==> config.mk <==
export PLATFORM = sky130hd
export DESIGN_NAME = fi_inject_ctrl
export DESIGN_NICKNAME = d
export VERILOG_FILES = /design/src/rtl/fi_inject_ctrl.sv
export SDC_FILE = /design/constraint.sdc
export NUM_CORES = 1
export LEC_CHECK = 0
export ABC_AREA = 1
export CORE_MARGIN = 2
export CORE_UTILIZATION = 51
export CTS_BUF_LIST = sky130_fd_sc_hd__clkbuf_8 sky130_fd_sc_hd__clkbuf_16
export DETAILED_ROUTE_END_ITERATION = 12
export PLACE_DENSITY = 0.85
export SYNTH_ARGS = -nofsm -noshare
export SYNTH_HDL_FRONTEND = slang
export SYNTH_SLANG_ARGS = --single-unit
export TNS_END_PERCENT = 1
==> constraint.sdc <==
create_clock -name dla_core_clk -period 6.6 [get_ports dla_core_clk]
set_input_delay 0.66 -clock dla_core_clk [delete_from_list [all_inputs] [get_ports dla_core_clk]]
set_output_delay 0.66 -clock dla_core_clk [all_outputs]
set_load 0.02 [all_outputs]
==> src/rtl/fi_inject_ctrl.sv <==
// Fault-injection controller for a datapath under test.
//
// A free-running cycle counter drives the whole block. A fault campaign is
// loaded with a single-cycle arm pulse. When the counter reaches the loaded
// target, the loaded mask is XORed onto the datapath. The fault lasts for a
// fixed number of cycles (transient mode) or until disarm (stuck mode).
//
// Ports
//   dla_core_clk  in   single clock, rising edge
//   dla_reset     in   asynchronous active-high reset
//   arm           in   single-cycle request to load a new campaign
//   disarm        in   single-cycle abort; wins over a simultaneous arm
//   target_cycle  in   counter value that triggers injection
//   duration      in   transient length in cycles (0 is treated as 1)
//   mode          in   0 = transient, 1 = stuck until disarm
//   mask_in       in   bit-flip mask
//   data_in       in   fault-free datapath value
//   data_out      out  data_in, XORed with the loaded mask while inject_en is high
//   counter       out  free-running cycle count
//   inject_en     out  high while corruption is applied (registered)
//   busy          out  high in ARMED or INJECT (registered)
//   done          out  sticky flag, set when a transient fault completes (registered)
//
// state  | meaning
// IDLE   | no campaign loaded
// ARMED  | campaign loaded, waiting for counter == target
// INJECT | mask applied to the datapath
// DONE   | transient fault finished, done flag set
module fi_inject_ctrl #(
    parameter int CNT_W  = 32,
    parameter int DATA_W = 32
) (
    input  logic              dla_core_clk,
    input  logic              dla_reset,
    input  logic              arm,
    input  logic              disarm,
    input  logic [CNT_W-1:0]  target_cycle,
    input  logic [7:0]        duration,
    input  logic              mode,
    input  logic [DATA_W-1:0] mask_in,
    input  logic [DATA_W-1:0] data_in,
    output logic [DATA_W-1:0] data_out,
    output logic [CNT_W-1:0]  counter,
    output logic              inject_en,
    output logic              busy,
    output logic              done
);

    typedef enum logic [1:0] {
        ST_IDLE   = 2'd0,
        ST_ARMED  = 2'd1,
        ST_INJECT = 2'd2,
        ST_DONE   = 2'd3
    } state_t;

    state_t            state_q, state_d;
    logic [CNT_W-1:0]  target_q, target_d;
    logic [DATA_W-1:0] mask_q, mask_d;
    logic [7:0]        len_q, len_d;
    logic              mode_q, mode_d;
    logic              inject_d, busy_d, done_d;

    always_ff @(posedge dla_core_clk or posedge dla_reset) begin
        if (dla_reset) begin
            counter   <= '0;
            state_q   <= ST_IDLE;
            target_q  <= '0;
            mask_q    <= '0;
            len_q     <= '0;
            mode_q    <= 1'b0;
            inject_en <= 1'b0;
            busy      <= 1'b0;
            done      <= 1'b0;
        end else begin
            counter   <= counter + CNT_W'(1);
            state_q   <= state_d;
            target_q  <= target_d;
            mask_q    <= mask_d;
            len_q     <= len_d;
            mode_q    <= mode_d;
            inject_en <= inject_d;
            busy      <= busy_d;
            done      <= done_d;
        end
    end

    always_comb begin
        state_d  = state_q;
        target_d = target_q;
        mask_d   = mask_q;
        len_d    = len_q;
        mode_d   = mode_q;
        done_d   = done;

        if (disarm) begin
            state_d = ST_IDLE;
        end else begin
            case (state_q)
                ST_IDLE, ST_DONE: begin
                    if (arm) begin
                        target_d = target_cycle;
                        mask_d   = mask_in;
                        mode_d   = mode;
                        len_d    = (duration == 8'd0) ? 8'd1 : duration;
                        done_d   = 1'b0;
                        state_d  = ST_ARMED;
                    end
                end
                ST_ARMED: begin
                    // Compared only from the cycle after arm, so a target equal
                    // to or behind the current count fires after the wrap.
                    if (counter == target_q) begin
                        state_d = ST_INJECT;
                    end
                end
                ST_INJECT: begin
                    len_d = len_q - 8'd1;
                    if (!mode_q && (len_q == 8'd1)) begin
                        state_d = ST_DONE;
                        done_d  = 1'b1;
                    end
                end
                default: state_d = ST_IDLE;
            endcase
        end

        // Registered outputs follow the next state, so they change on the
        // same edge as the FSM.
        inject_d = (state_d == ST_INJECT);
        busy_d   = (state_d == ST_ARMED) || (state_d == ST_INJECT);
    end

    assign data_out = inject_en ? (data_in ^ mask_q) : data_in;

endmodule

==> results.yml <==
logic_synthesis:
  netlist_instances: 579
  yosys.area_share.simple_pct: 15.37
  synthXorXnorAreaFrac_pct: 13.62
  syn_avg_cell_area_um2: 9.772
  synth_seq_cells: 110
  synth_area_um2: 5658
  yosysSeqAreaShare_pct: 48.65
  synth_cell_types: 32
  ys_warn_count: 0
  synth_compound_area_share_pct: 3.317
  syn-num-nets: 695
  synthAdderAreaFrac_pct: 1.548
  synthMuxAreaShare_pct: 11.15
  synth_top_family_by_area: "simple AND/OR/NAND/NOR gates"
pwr:
  p_leak_nw: 3.454
  peakVddDrop_mv: 0.1845
  powerDensity_nw_per_um2: 297.4
die:
  die_w_um: 109.3
  core_area_um2: 10840
  die_area_um2: 11950
  num_rows: 38
  start_util_pct: 52.19
  chipHeight_um: 109.3
  io_pins: 176
sta:
  worstMarginPinSlew_ps: 1166
  rsz0062_at_grt: "no"
  finalHoldViolCount: 0
  fmax_mhz: 311.1
  maxSlewViolCount: 0
  fin_crit_ps: 3215
  setup-violations-final: 0
  slew_headroom_pct: 22.25
  period_share_pct: 48.71
  hold_slack_ps: 514.0
  finClkSkew_ps: 6.518
  setup_tns_ps: 0
cts:
  cts_resized: 0
  clock-root-buffer: "clkbuf_8"
  cts_buffers: 9
  postCtsSetupRepairBufs: 0
  cts_tree: "done"
  cts.sinks: 110
  ctsHtreeMaxLevel: 3
  ctsHoldBuffers: 0
  clock_path_buffers: 2
  clk_latency_ps: 380
  clkSlewWorstSetupHoldPaths_ps: 100
global_routing:
  grt_antenna_before_repair: 0
  grt_pass1_vias: 4415
  grt_usage_pct: 21.18
  grt_pass1_wl_mm: 19.93
  grt_max_degree: 75
  grt_overflow: 0
detailed_routing:
  wl_met2_mm: 6.147
  wl_met3_um: 944
  drc: 0
  detail-route-antenna-nets: 0
  firstDrtPassIters: 4
  vias: 4401
  drt_iter0_drc: 154
  vias_per_cell: 4.901
  routedLengthMet1_mm: 5.104
  wire_per_inst_um: 13.79
  drt-total-wl_mm: 12.38
  top_layer_used: "met4"
worst_hold_path:
  hold_start: "mask_q[22]$_DFFE_PP0P_"
  hold_class: "reg2reg"
  min_to: "mask_q[22]$_DFFE_PP0P_"
  whs_path_depth: 1
status:
  status: "finished clean"
finish:
  fillers: 830
  drive_above_1_share_pct: 12.14
  antenna_cells: 0
  layout.nets: 869
  area_growth_pct: 37.42
  design_area_um2: 7775
  final_util_pct: 71.72
  final_common_cell: "clkdlybuf4s50_1"
  final_cell_mix: "clkdlybuf4s50_1, dfrtp_1, nand2_1, inv_1, xor2_1"
worst_setup_path:
  crit_path_cell_trace: "nand2_1 -> xor2_1 -> inv_1 -> clkdlybuf4s50_1"
  cp.required_ps: 5940
  worst_setup_path_start_kind: "flip-flop"
  arrival_ps: 2550
  cp_max_fo: 33
  r2r-start: "state_q[0]$_DFF_PP0_"
  worst_path_largest_cell_delay_ps: 1130
  r2r_slack_ps: 4270
  endpoint_kind: "primary output"
  reg2reg_depth: 4
  criticalPathCategory: "reg2out"
  r2r_end: "target_q[12]$_DFFE_PP0P_"
  slowest_stage: "dfrtp_1"
job:
  max_cap_viol_count: 0
placed_design:
  place_area_um2: 7552
  place_congestion: 0.7877
  numPortBuffers: 175
  hpwl_mm: 9.334
==> logic make-up after synthesis <==
| logic type | after synthesis |
|---|---|
| flops | 110 |
| buf+inv | 94 |
| compound gates | 34 |
| simple gates | 190 |
| xor+xnor | 88 |
| fa+ha+maj | 7 |
| mux | 56 |
==> state kept, by name, indices dropped and copies added, names as in the netlist <==
signal     cells
counter       32
busy           1
state_q        2
target_q      32
len_q          8
mask_q        32
inject_en      1
mode_q         1
done           1
==> cells in the mapped netlist <==
master    number  area share (%)
a211oi_1       1            0.13
a21oi_1       12             1.1
and3_1         1            0.11
buf_2          5            0.44
clkbuf_1       8            0.53
clkinv_1       1           0.066
dfrtp_1      110              49
ha_1           7             1.5
inv_1         80             5.3
mux2_2        56              11
nand2_1      107             7.1
nand2_2        1            0.11
nand2_4        1            0.20
nand3_1       12             1.1
nand3_2        4            0.71
nand3b_1       1            0.13
nand4_1        6            0.66
nand4_2        1            0.22
nor2_1        34             2.3
nor2_2         3            0.33
nor2_4         3            0.60
nor3_1        10            0.88
nor3_2         2            0.35
nor3_4         1            0.29
nor3b_1        1            0.13
nor4_1         1            0.11
o211ai_1       3            0.40
o21ai_0       12             1.1
o22ai_1        6            0.66
or2_2          1            0.11
xnor2_1       29             4.5
xor2_1        59             9.1
==> stage by stage <==
step	setup slack (ps)	cells	total power [mW]
6_report	3385	898	2.312
5_1_grt	3180	898	2.472
4_1_cts	3365	898	2.333
3_3_place_gp	3864	882	1.835
3_5_place_dp	3792	882	1.885
2_1_floorplan	3038	579	1.605
==> critical path: cells and delay by family (launching register included) <==
kind,cells,cell delay (ps)
XOR/XNOR,1,200
buffers and inverters,2,650
flip-flops,1,1130
AND/OR/NAND/NOR,1,200
==> report_power, final <==
| part | switching, mW | internal, mW |
|---|---|---|
| clock | 0.232 | 0.215 |
| sequential | 0.140 | 0.908 |
| combinational | 0.375 | 0.442 |
| total | 0.748 | 1.56 |
==> area by class of cell <==
cell class | count | area, um^2 | area share (%)
tap | 140 | 175.2 | 2.253
multi-input combinational | 375 | 2559 | 32.91
timing repair buffer | 176 | 1759 | 22.63
inverter | 81 | 306.5 | 3.943
sequential | 110 | 2753 | 35.40
clock buffer | 9 | 123.9 | 1.593
clock inverter | 7 | 98.84 | 1.271
==> metal layers <==
layer  track usage (%)  vias to the layer above
met3             5.039                       18
met5                 0                        -
li1                  -                     2164
met4             6.420                        0
met2             38.14                      144
met1             25.01                     2075
==> worst max-delay path by stage <==
| stage | cells past startpoint | slack (ps) | startpoint | endpoint |
|---|---|---|---|---|
| 3_5_place_dp | 4 | 3790 | inject_en$_DFF_PP0_ | data_out[28] |
| 2_1_floorplan | 1 | 3040 | dla_reset | busy$_DFF_PP0_ |
| 6_report | 4 | 3390 | inject_en$_DFF_PP0_ | data_out[31] |
| 5_1_grt | 4 | 3180 | inject_en$_DFF_PP0_ | data_out[28] |
| 3_3_place_gp | 4 | 3860 | inject_en$_DFF_PP0_ | data_out[0] |
| 4_1_cts | 4 | 3360 | inject_en$_DFF_PP0_ | data_out[31] |
(Power assumes the default switching activity.)
==> edit: new RTL, config.mk and constraints unchanged <==
The parameter `DATA_W` goes from 32 to 64.
--- a/src/rtl/fi_inject_ctrl.sv
+++ b/src/rtl/fi_inject_ctrl.sv
@@ -29,5 +29,5 @@
 module fi_inject_ctrl #(
     parameter int CNT_W  = 32,
-    parameter int DATA_W = 32
+    parameter int DATA_W = 64
 ) (
     input  logic              dla_core_clk,
Ports: changed (resized data_in, data_out and mask_in); port bits go from 176 to 272. The function was not compared with the original's and may differ.
==> edit against the original RTL <==
- global-route usage rose by 3.7 points
- power rose by 49%
- non-clock buffer count rose by 98
- sequential power rose by 32%
- synthesized cell count rose by 30%
- sequential cell count rose by 32
- setup slack improved by 0.19 ns
- worst hold slack got worse by 0.010 ns
- first-iteration DRC count rose by 130%
- area after synthesis rose by 30%
- cell area rose by 39%
- cell count rose by 36%
- wire length rose by 51%
- highest routed layer unchanged
==> edit: results (changes against the original RTL) <==
[run_status]
status=finished, final reports clean

[cts]
clk_latency_ns=0.41  ; +0.03 ns
cts_inserted_buffers=17  ; +8
clk_pin_slew_worst_paths_ns=0.06  ; -0.04 ns
clockRootBuffer=clkbuf_16

[route]
avgRoutedWirePerCell_um=15.32  ; +11%
dr_total_vias=5912  ; +34%
drtIter0Drc=349  ; +130%
wl_met1_um=7553  ; +48%

[final_layout]
fin_util_pct=77.42  ; +5.7 points
nets=1205  ; +39%
reg_top3=mask_q: 64 flops, counter: 32 flops, target_q: 32 flops
drive_gt1_share_pct=13.01  ; +0.87 points

[power_and_ir_drop]
pg_clk_uw=894  ; +100%
ir_drop_v=0.0001882  ; +2.0%
p_comb_uw=1170  ; +43%
power_uw=3454  ; +49%
cellLeakagePower_uw=0.004837  ; +40%

[grt]
antenna_found_initial=1  ; +1
grt_start_max_net_pins=78  ; +4.0%
first_global_vias=6093  ; +38%
met1_usage_pct=29.81  ; +4.8 points
grt_pass1_wl_um=30740  ; +54%
grtUsageTotal_pct=24.93  ; +3.7 points
use_met3_pct=5.498  ; +0.46 points

[synthesis]
synth_fp_nets=932  ; +34%
ys_types=31  ; -3.1%
synth-seq-area-share_pct=48.18  ; -0.47 points
ys_top_cells_by_area=dfrtp_1, mux2_2, xor2_1

[hold_path]
hp-start=mask_q[19]
hold_path_end=mask_q[19]

[placement]
dpl_cell_area_um2=10280  ; +36%
io_buffers=271  ; +55%

[timing]
clock_skew_ns=0.004709  ; -0.001808 ns
tightest_slew_ns=0.9734  ; -0.1928 ns

[critical_path]
crit_fanout=65  ; +97%
r2r-end=mask_q[39]
crit_arrival_ns=2.37  ; -0.18 ns

edit: cell types whose count changed in the layout (fill, tap and decap cells not counted), sizes merged, moves of 4 or more:
cell,unedited run,this run
clkbuf,9,18
clkdlybuf4s50,175,271
dfrtp,110,142
inv,80,117
mux2,56,88
nand2,109,150
nand4,7,3
nor2,40,46
xor2,59,89
edit: critical path, cell delays in order, from the launching register on:
cell	delay (ns)
dfrtp_2	0.33
buf_4	0.53
nand2_1	0.23
xor2_1	0.19
inv_1	0.05
clkdlybuf4s50_1	0.59
edit: worst max path at each step:
stage | depth (start not counted) | end | start | slack (ns)
floorplan | 1 | busy | dla_reset | 2.13
global placement | 5 | mask_q[11] | disarm | 3.63
detailed placement | 5 | mask_q[37] | disarm | 3.61
CTS | 5 | data_out[20] | inject_en | 3.57
global route | 5 | data_out[20] | inject_en | 3.46
finish | 5 | data_out[20] | inject_en | 3.57
edit: stage by stage:
step | setup slack (ns) | hold slack [ns]
6_report | 3.571 | 0.5040
3_5_place_dp | 3.607 | 0.4923
3_3_place_gp | 3.631 | 0.4823
4_1_cts | 3.573 | 0.5055
2_1_floorplan | 2.130 | 0.4792
5_1_grt | 3.463 | 0.5146
edit: cell type report:
| cell class | count | area, um2 |
|---|---|---|
| clock buffers | 18 | 439.2 |
| flip-flops and latches | 142 | 3555 |
| inverters | 111 | 421.7 |
| diodes | 1 | 2.502 |
| repair buffers | 274 | 2735 |
| clock inverters | 14 | 112.6 |
| multi-input cells | 479 | 3339 |
| fillers | 968 | 3158 |
| well taps | 180 | 225.2 |
edit: logic make-up after synthesis:
kind of cell / count (synthesis) / synth area share (%)
mux: 88 / 13.44
simple gates: 233 / 13.98
fa+ha+maj: 7 / 1.187
buf+inv: 131 / 6.717
xor+xnor: 120 / 14.25
flops: 142 / 48.18
compound gates: 31 / 2.256
